<file path="src/rtl/uart_tx_fifo_drain_if.sv">
// FIFO read-side bundle between the transmit FIFO and the UART transmit stage.
// master = reader (pops words), slave = FIFO (presents the head word).
interface uart_tx_fifo_drain_if #(
  parameter int DBIT = 8
);
  logic            fifo_empty;
  logic [DBIT-1:0] fifo_rdata;
  logic            fifo_rd;

  modport master (
    input  fifo_empty,
    input  fifo_rdata,
    output fifo_rd
  );

  modport slave (
    output fifo_empty,
    output fifo_rdata,
    input  fifo_rd
  );
endinterface

</file>
<file path="src/rtl/uart_tx_fifo_drain.sv">
// UART transmitter that pops bytes from a show-ahead FIFO and frames them.
// Optional even-parity bit after the data bits when UART_TX_PARITY_EN is defined.
module uart_tx_fifo_drain #(
  parameter int DBIT   = 8,
  parameter int SB     = 1,
  parameter int DVSR   = 434,
  parameter int DVSR_W = 9
) (
  input  logic                  clk,
  input  logic                  reset,
  uart_tx_fifo_drain_if.master  fifo,
  output logic                  tx,
  output logic                  tx_busy,
  output logic                  tx_done_tick
);

  localparam int BIT_W = $clog2(DBIT + 1);

  typedef enum logic [2:0] {
    IDLE,
    START,
    DATA,
`ifdef UART_TX_PARITY_EN
    PARITY,
`endif
    STOP
  } state_t;

  state_t            state_reg, state_next;
  logic [DVSR_W-1:0] tick_reg, tick_next;
  logic [BIT_W-1:0]  bit_reg, bit_next;
  logic [DBIT-1:0]   shreg_reg, shreg_next;
  logic              tx_reg, tx_next;
  logic              tick_last;
`ifdef UART_TX_PARITY_EN
  logic              parity_reg, parity_next;
`endif

  assign tick_last = (tick_reg == DVSR_W'(DVSR - 1));

  always_ff @(posedge clk or posedge reset) begin
    if (reset) begin
      state_reg  <= IDLE;
      tick_reg   <= '0;
      bit_reg    <= '0;
      shreg_reg  <= '0;
      tx_reg     <= 1'b1;
`ifdef UART_TX_PARITY_EN
      parity_reg <= 1'b0;
`endif
    end else begin
      state_reg  <= state_next;
      tick_reg   <= tick_next;
      bit_reg    <= bit_next;
      shreg_reg  <= shreg_next;
      tx_reg     <= tx_next;
`ifdef UART_TX_PARITY_EN
      parity_reg <= parity_next;
`endif
    end
  end

  always_comb begin
    state_next   = state_reg;
    tick_next    = tick_reg;
    bit_next     = bit_reg;
    shreg_next   = shreg_reg;
    fifo.fifo_rd = 1'b0;
    tx_done_tick = 1'b0;
`ifdef UART_TX_PARITY_EN
    parity_next  = parity_reg;
`endif

    case (state_reg)
      IDLE: begin
        if (!fifo.fifo_empty) begin
          fifo.fifo_rd = 1'b1;
          shreg_next   = fifo.fifo_rdata;
          tick_next    = '0;
          state_next   = START;
`ifdef UART_TX_PARITY_EN
          // Parity is latched from the original word; shreg is consumed by shifting.
          parity_next  = ^fifo.fifo_rdata;
`endif
        end
      end

      START: begin
        if (tick_last) begin
          tick_next  = '0;
          bit_next   = '0;
          state_next = DATA;
        end else begin
          tick_next = tick_reg + DVSR_W'(1);
        end
      end

      DATA: begin
        if (tick_last) begin
          tick_next  = '0;
          shreg_next = shreg_reg >> 1;
          if (bit_reg == BIT_W'(DBIT - 1)) begin
            bit_next   = '0;
`ifdef UART_TX_PARITY_EN
            state_next = PARITY;
`else
            state_next = STOP;
`endif
          end else begin
            bit_next = bit_reg + BIT_W'(1);
          end
        end else begin
          tick_next = tick_reg + DVSR_W'(1);
        end
      end

`ifdef UART_TX_PARITY_EN
      PARITY: begin
        if (tick_last) begin
          tick_next  = '0;
          bit_next   = '0;
          state_next = STOP;
        end else begin
          tick_next = tick_reg + DVSR_W'(1);
        end
      end
`endif

      STOP: begin
        if (tick_last) begin
          tick_next = '0;
          if (bit_reg == BIT_W'(SB - 1)) begin
            bit_next     = '0;
            tx_done_tick = 1'b1;
            state_next   = IDLE;
          end else begin
            bit_next = bit_reg + BIT_W'(1);
          end
        end else begin
          tick_next = tick_reg + DVSR_W'(1);
        end
      end

      default: begin
        state_next = IDLE;
      end
    endcase
  end

  // The line level is precomputed from the next state so tx comes straight off a flop.
  always_comb begin
    tx_next = 1'b1;
    case (state_next)
      START:   tx_next = 1'b0;
      DATA:    tx_next = shreg_next[0];
`ifdef UART_TX_PARITY_EN
      PARITY:  tx_next = parity_next;
`endif
      default: tx_next = 1'b1;
    endcase
  end

  assign tx      = tx_reg;
  assign tx_busy = (state_reg != IDLE);

endmodule

</file>
<file path="src/flat_wrapper.sv">
// flat-port wrapper written by rule: the top's interface ports become plain ports
module uart_tx_fifo_drain_flat 
#(
  parameter int DBIT   = 8,
  parameter int SB     = 1,
  parameter int DVSR   = 434,
  parameter int DVSR_W = 9
)
  (clk, reset, tx, tx_busy, tx_done_tick, fifo_fifo_empty, fifo_fifo_rdata, fifo_fifo_rd);
  uart_tx_fifo_drain_if #(.DBIT(DBIT)) fifo_i ();
  input  logic clk;
  input  logic reset;
  output logic tx;
  output logic tx_busy;
  output logic tx_done_tick;
  input wire logic [$bits(fifo_i.fifo_empty)-1:0] fifo_fifo_empty;
  input wire logic [$bits(fifo_i.fifo_rdata)-1:0] fifo_fifo_rdata;
  output wire logic [$bits(fifo_i.fifo_rd)-1:0] fifo_fifo_rd;
  assign fifo_i.fifo_empty = fifo_fifo_empty;
  assign fifo_i.fifo_rdata = fifo_fifo_rdata;
  assign fifo_fifo_rd = fifo_i.fifo_rd;
  uart_tx_fifo_drain #(.DBIT(DBIT), .SB(SB), .DVSR(DVSR), .DVSR_W(DVSR_W)) u_core (.clk(clk), .reset(reset), .fifo(fifo_i), .tx(tx), .tx_busy(tx_busy), .tx_done_tick(tx_done_tick));
endmodule
</file>
<file path="config.mk">
export PLATFORM = sky130hd
export DESIGN_NAME = uart_tx_fifo_drain_flat
export DESIGN_NICKNAME = d
export VERILOG_FILES = /design/src/rtl/uart_tx_fifo_drain_if.sv /design/src/rtl/uart_tx_fifo_drain.sv /design/src/flat_wrapper.sv
export SDC_FILE = /design/constraint.sdc
export NUM_CORES = 1
export LEC_CHECK = 0
export CAP_MARGIN = 25
export CORE_MARGIN = 2
export CORE_UTILIZATION = 50
export CTS_CLUSTER_DIAMETER = 30
export DETAILED_ROUTE_END_ITERATION = 12
export HOLD_SLACK_MARGIN = 0.05
export PLACE_DENSITY = 0.75
export SLEW_MARGIN = 30
export SYNTH_ARGS = -nofsm -noshare
export SYNTH_HDL_FRONTEND = slang
export SYNTH_SLANG_ARGS = --single-unit
export TNS_END_PERCENT = 10
</file>
<file path="constraint.sdc">
create_clock -name clk -period 1.87 [get_ports clk]
set_clock_uncertainty 0.1 [all_clocks]
set_input_delay 0.374 -clock clk [delete_from_list [all_inputs] [get_ports clk]]
set_output_delay 0.374 -clock clk [all_outputs]
set_load 0.01 [all_outputs]
</file>
==> results.md <==
- Status: finished, violations left
- Failing checks: negative setup slack
- Worst Setup EP: tx_done_tick
- Clock tree from TritonCTS: built
- GRT Total Usage: between 20% and 30%
- Endpoints failing setup: 10
- Largest net degree at the start of global routing: 26
- First-pass GRT wire length: ~5400 microns
- Die height: roughly 57 microns
- Final worst path period need: between 2000 and 2500 ps
- R2R depth: 7
- Synthesized area: 1420 sq um
- Power per cell area: 580 nW/um^2
- Clock Sinks: 25
- Area Overhead vs Synth: 28.6%
- Distinct cells, synth: between 40 and 50
- Fin nets: 200
- Reg2reg end: u_core.shreg_reg[5]
- Post-synthesis sequential area ratio: 44.1%
- Post-Syn Area per Cell: 9.67 sq um
- Post-synthesis compound-gate area fraction: 21.0%
- DRT Pass-1 Iters: 4
- Critical path fanouts, max: 2
- Unrepaired setup endpoints after global routing: true
- Initial antenna violation count: 0
- Via density: about 6
- Max reg flops: 9
- Fin crit share: 109%
- Register-to-register setup slack: -140 ps
- Fmax achieved: between 0.4 and 0.5 GHz
- DR WL/cell: roughly 15 microns
- Post-DP HPWL: 2350 microns
- 1st-iter DRT viols: 32
- Final worst setup slack: -176 ps
- Clk pin slew, worst setup/hold paths: 140 ps
- Final ANT Viol Nets: 0
- Clock Latency Late Sink: roughly 320 ps
- Grt total ovfl: 0
- Cell count after synthesis: 147
- Yosys reg bits: 25
- Simple-gate share of the synthesized area: a little under a quarter
- GP Congestion: 0.811
- Total Wirelength: 3260 microns
- Worst VDD drop: 0.523 mV
- # rows: 19
- Crit path from: u_core.bit_reg[0]
- Crit path required time: between 1000 and 1500 ps
- CTS Buf Count: 3
- Die area: 3290 sq um
- Xor-xnor portion of the synthesized cell area: 0.616%
- Antenna diodes: 0
- Crit start category: flop
- Starting density of the core: between 50 and 60%
- Ratio of cells with drive above 1 in the final layout: 27.2%
- Vias in the first global route: between 1,000 and 1,500
- Area share of fa/ha/maj cells after synthesis: roughly 3.5%
- Final Hold Violating Endpoints: 0
- Element type at the critical path end: output port
- Remaining DRCs: 0
- Max Slew Vio Count: 0
- Leakage: 0.817 nW
- Die span in x: between 50 and 60 microns
- # IOs: 15
- Root buffer cell: clkbuf_4
- Post-synthesis mux area share: under 10%
- DR vias: 1,301
- Synth async-reset ratio: 100%
- Dpl cells: 208
- Port Buffers: 14
- H-tree depth: 1
- Yosys warns: 0
- Clock Path Buffers: 2
- Number of synthesized flops with an enable pin: 0
- CP Data Arrival Time: 1570 ps
- Crit Path Category: flop to output port
- Final Non-Filler Cells: 215
- Hold Path Class: input pin to asynchronous set/reset pin
- Post-layout total power: 1.06 mW
- Pre-CTS WS: -258 ps
- Worst flop-to-flop path startpoint: u_core.tick_reg[1]
- Core area: approximately 2700 sq um
- Net count after synthesis: 162
- Max-capacitance violation count: 0
- Main flop type after synthesis: dfrtp_1
- Largest family of logic cells by synthesized area: simple AND/OR/NAND/NOR gates
==> cell usage in the layout (no fill, tap or decap), drive strengths merged, types with 2 or more instances in the layout <==
master         instances
a221o                  6
clkdlybuf4s50         10
clkbuf                 4
nand2                 11
and3                   2
a211oi                 3
or3                    3
ha                     4
nand3b                 2
nor2                   6
nand3                  6
mux2i                  3
dfrtp                 24
a22o                   4
nor3                   2
buf                   27
nand4                  3
and2                   7
a21oi                  5
nor3b                  2
inv                   10
and4                   2
o21ai                 12
==> worst max-delay path, stage by stage, from the launching register on <==
cell and delay [ps]:
dfrtp_1 410, inv_1 70, ha_1 130, nor3b_2 180
nand2_1 120, nor3_2 190, buf_2 150
==> kinds of logic after synthesis <==
group / Yosys count
other cells: 1
buf+inv: 17
mux: 4
xor+xnor: 1
simple gates: 54
compound gates: 41
fa+ha+maj: 4
flops: 25
==> power breakdown <==
part | total (mW) | switching (mW) | internal (mW)
clock | 0.246 | 0.166 | 0.0800
combinational | 0.206 | 0.0939 | 0.112
sequential | 0.609 | 0.0250 | 0.584
==> area by class of cell <==
cell class              count  area (sq um)
clock buffers               3          22.5
clock inverters             1          5.00
fillers                   196           906
inverters                  10          37.5
multi-input cells         105           761
flip-flops and latches     25           627
well taps                  31          38.8
repair buffers             40           337
==> per-layer routing <==
| layer | part of all wire [%] | routed length (microns) | global-route usage [%] | up-vias |
|---|---|---|---|---|
| met5 | 0 | 0 | 0 | - |
| met3 | 5.2 | 168 | 2.95 | 4 |
| met2 | 50 | 1630 | 35.1 | 42 |
| met4 | 0.95 | 31 | 6.98 | 0 |
| met1 | 44 | 1430 | 26.8 | 642 |
| li1 | - | - | - | 613 |
==> stage by stage <==
stage	cell area, sq um	hold slack [ps]	util (%)	TNS [ps]
6_report	1830	289	66.9	-1150
5_1_grt	1830	344	66.9	-2250
4_1_cts	1800	300	65.8	-964
3_5_place_dp	1740	398	63.6	-2090
3_3_place_gp	1740	396	63.6	-1880
2_1_floorplan	1420	301	-	0
==> worst min-delay path by stage <==
stage | start | end | slack [ps] | cells past startpoint
floorplan | reset | u_core.bit_reg[0] | 300 | 1
detailed placement | u_core.shreg_reg[2] | u_core.shreg_reg[1] | 400 | 1
finish | reset | u_core.shreg_reg[0] | 290 | 3
global placement | u_core.shreg_reg[7] | u_core.shreg_reg[6] | 400 | 1
CTS | reset | u_core.shreg_reg[6] | 300 | 3
global route | reset | u_core.tick_reg[1] | 340 | 3
==> synth_stat cells, types with 2 or more instances <==
| cell type | count | area [sq um] |
|---|---|---|
| clkbuf_1 | 2 | 7.51 |
| mux2i_1 | 3 | 30.0 |
| nand4_1 | 3 | 18.8 |
| nand2_1 | 11 | 41.3 |
| nor3b_1 | 2 | 15.0 |
| nor2_1 | 6 | 22.5 |
| dfrtp_1 | 24 | 601 |
| a21oi_1 | 4 | 20.0 |
| and2_1 | 7 | 43.8 |
| and4_1 | 2 | 17.5 |
| nand3b_1 | 2 | 15.0 |
| buf_2 | 4 | 20.0 |
| a221o_1 | 6 | 60.1 |
| a22o_1 | 4 | 35.0 |
| and3_1 | 2 | 12.5 |
| ha_1 | 4 | 50.1 |
| or3_1 | 3 | 18.8 |
| o21ai_0 | 9 | 45.0 |
| nand3_1 | 6 | 30.0 |
| inv_1 | 10 | 37.5 |
| a211oi_1 | 3 | 22.5 |
| o21ai_1 | 3 | 15.0 |
==> timing repair <==
action,in CTS,in global routing
gates resized for setup,16,10
hold buffers,0,0
setup endpoints to repair,12,14
pin swaps,11,4
endpoints found under the hold margin,0,0
buffers inserted,1,2
Note: power is estimated with default switching activity, not from simulation.
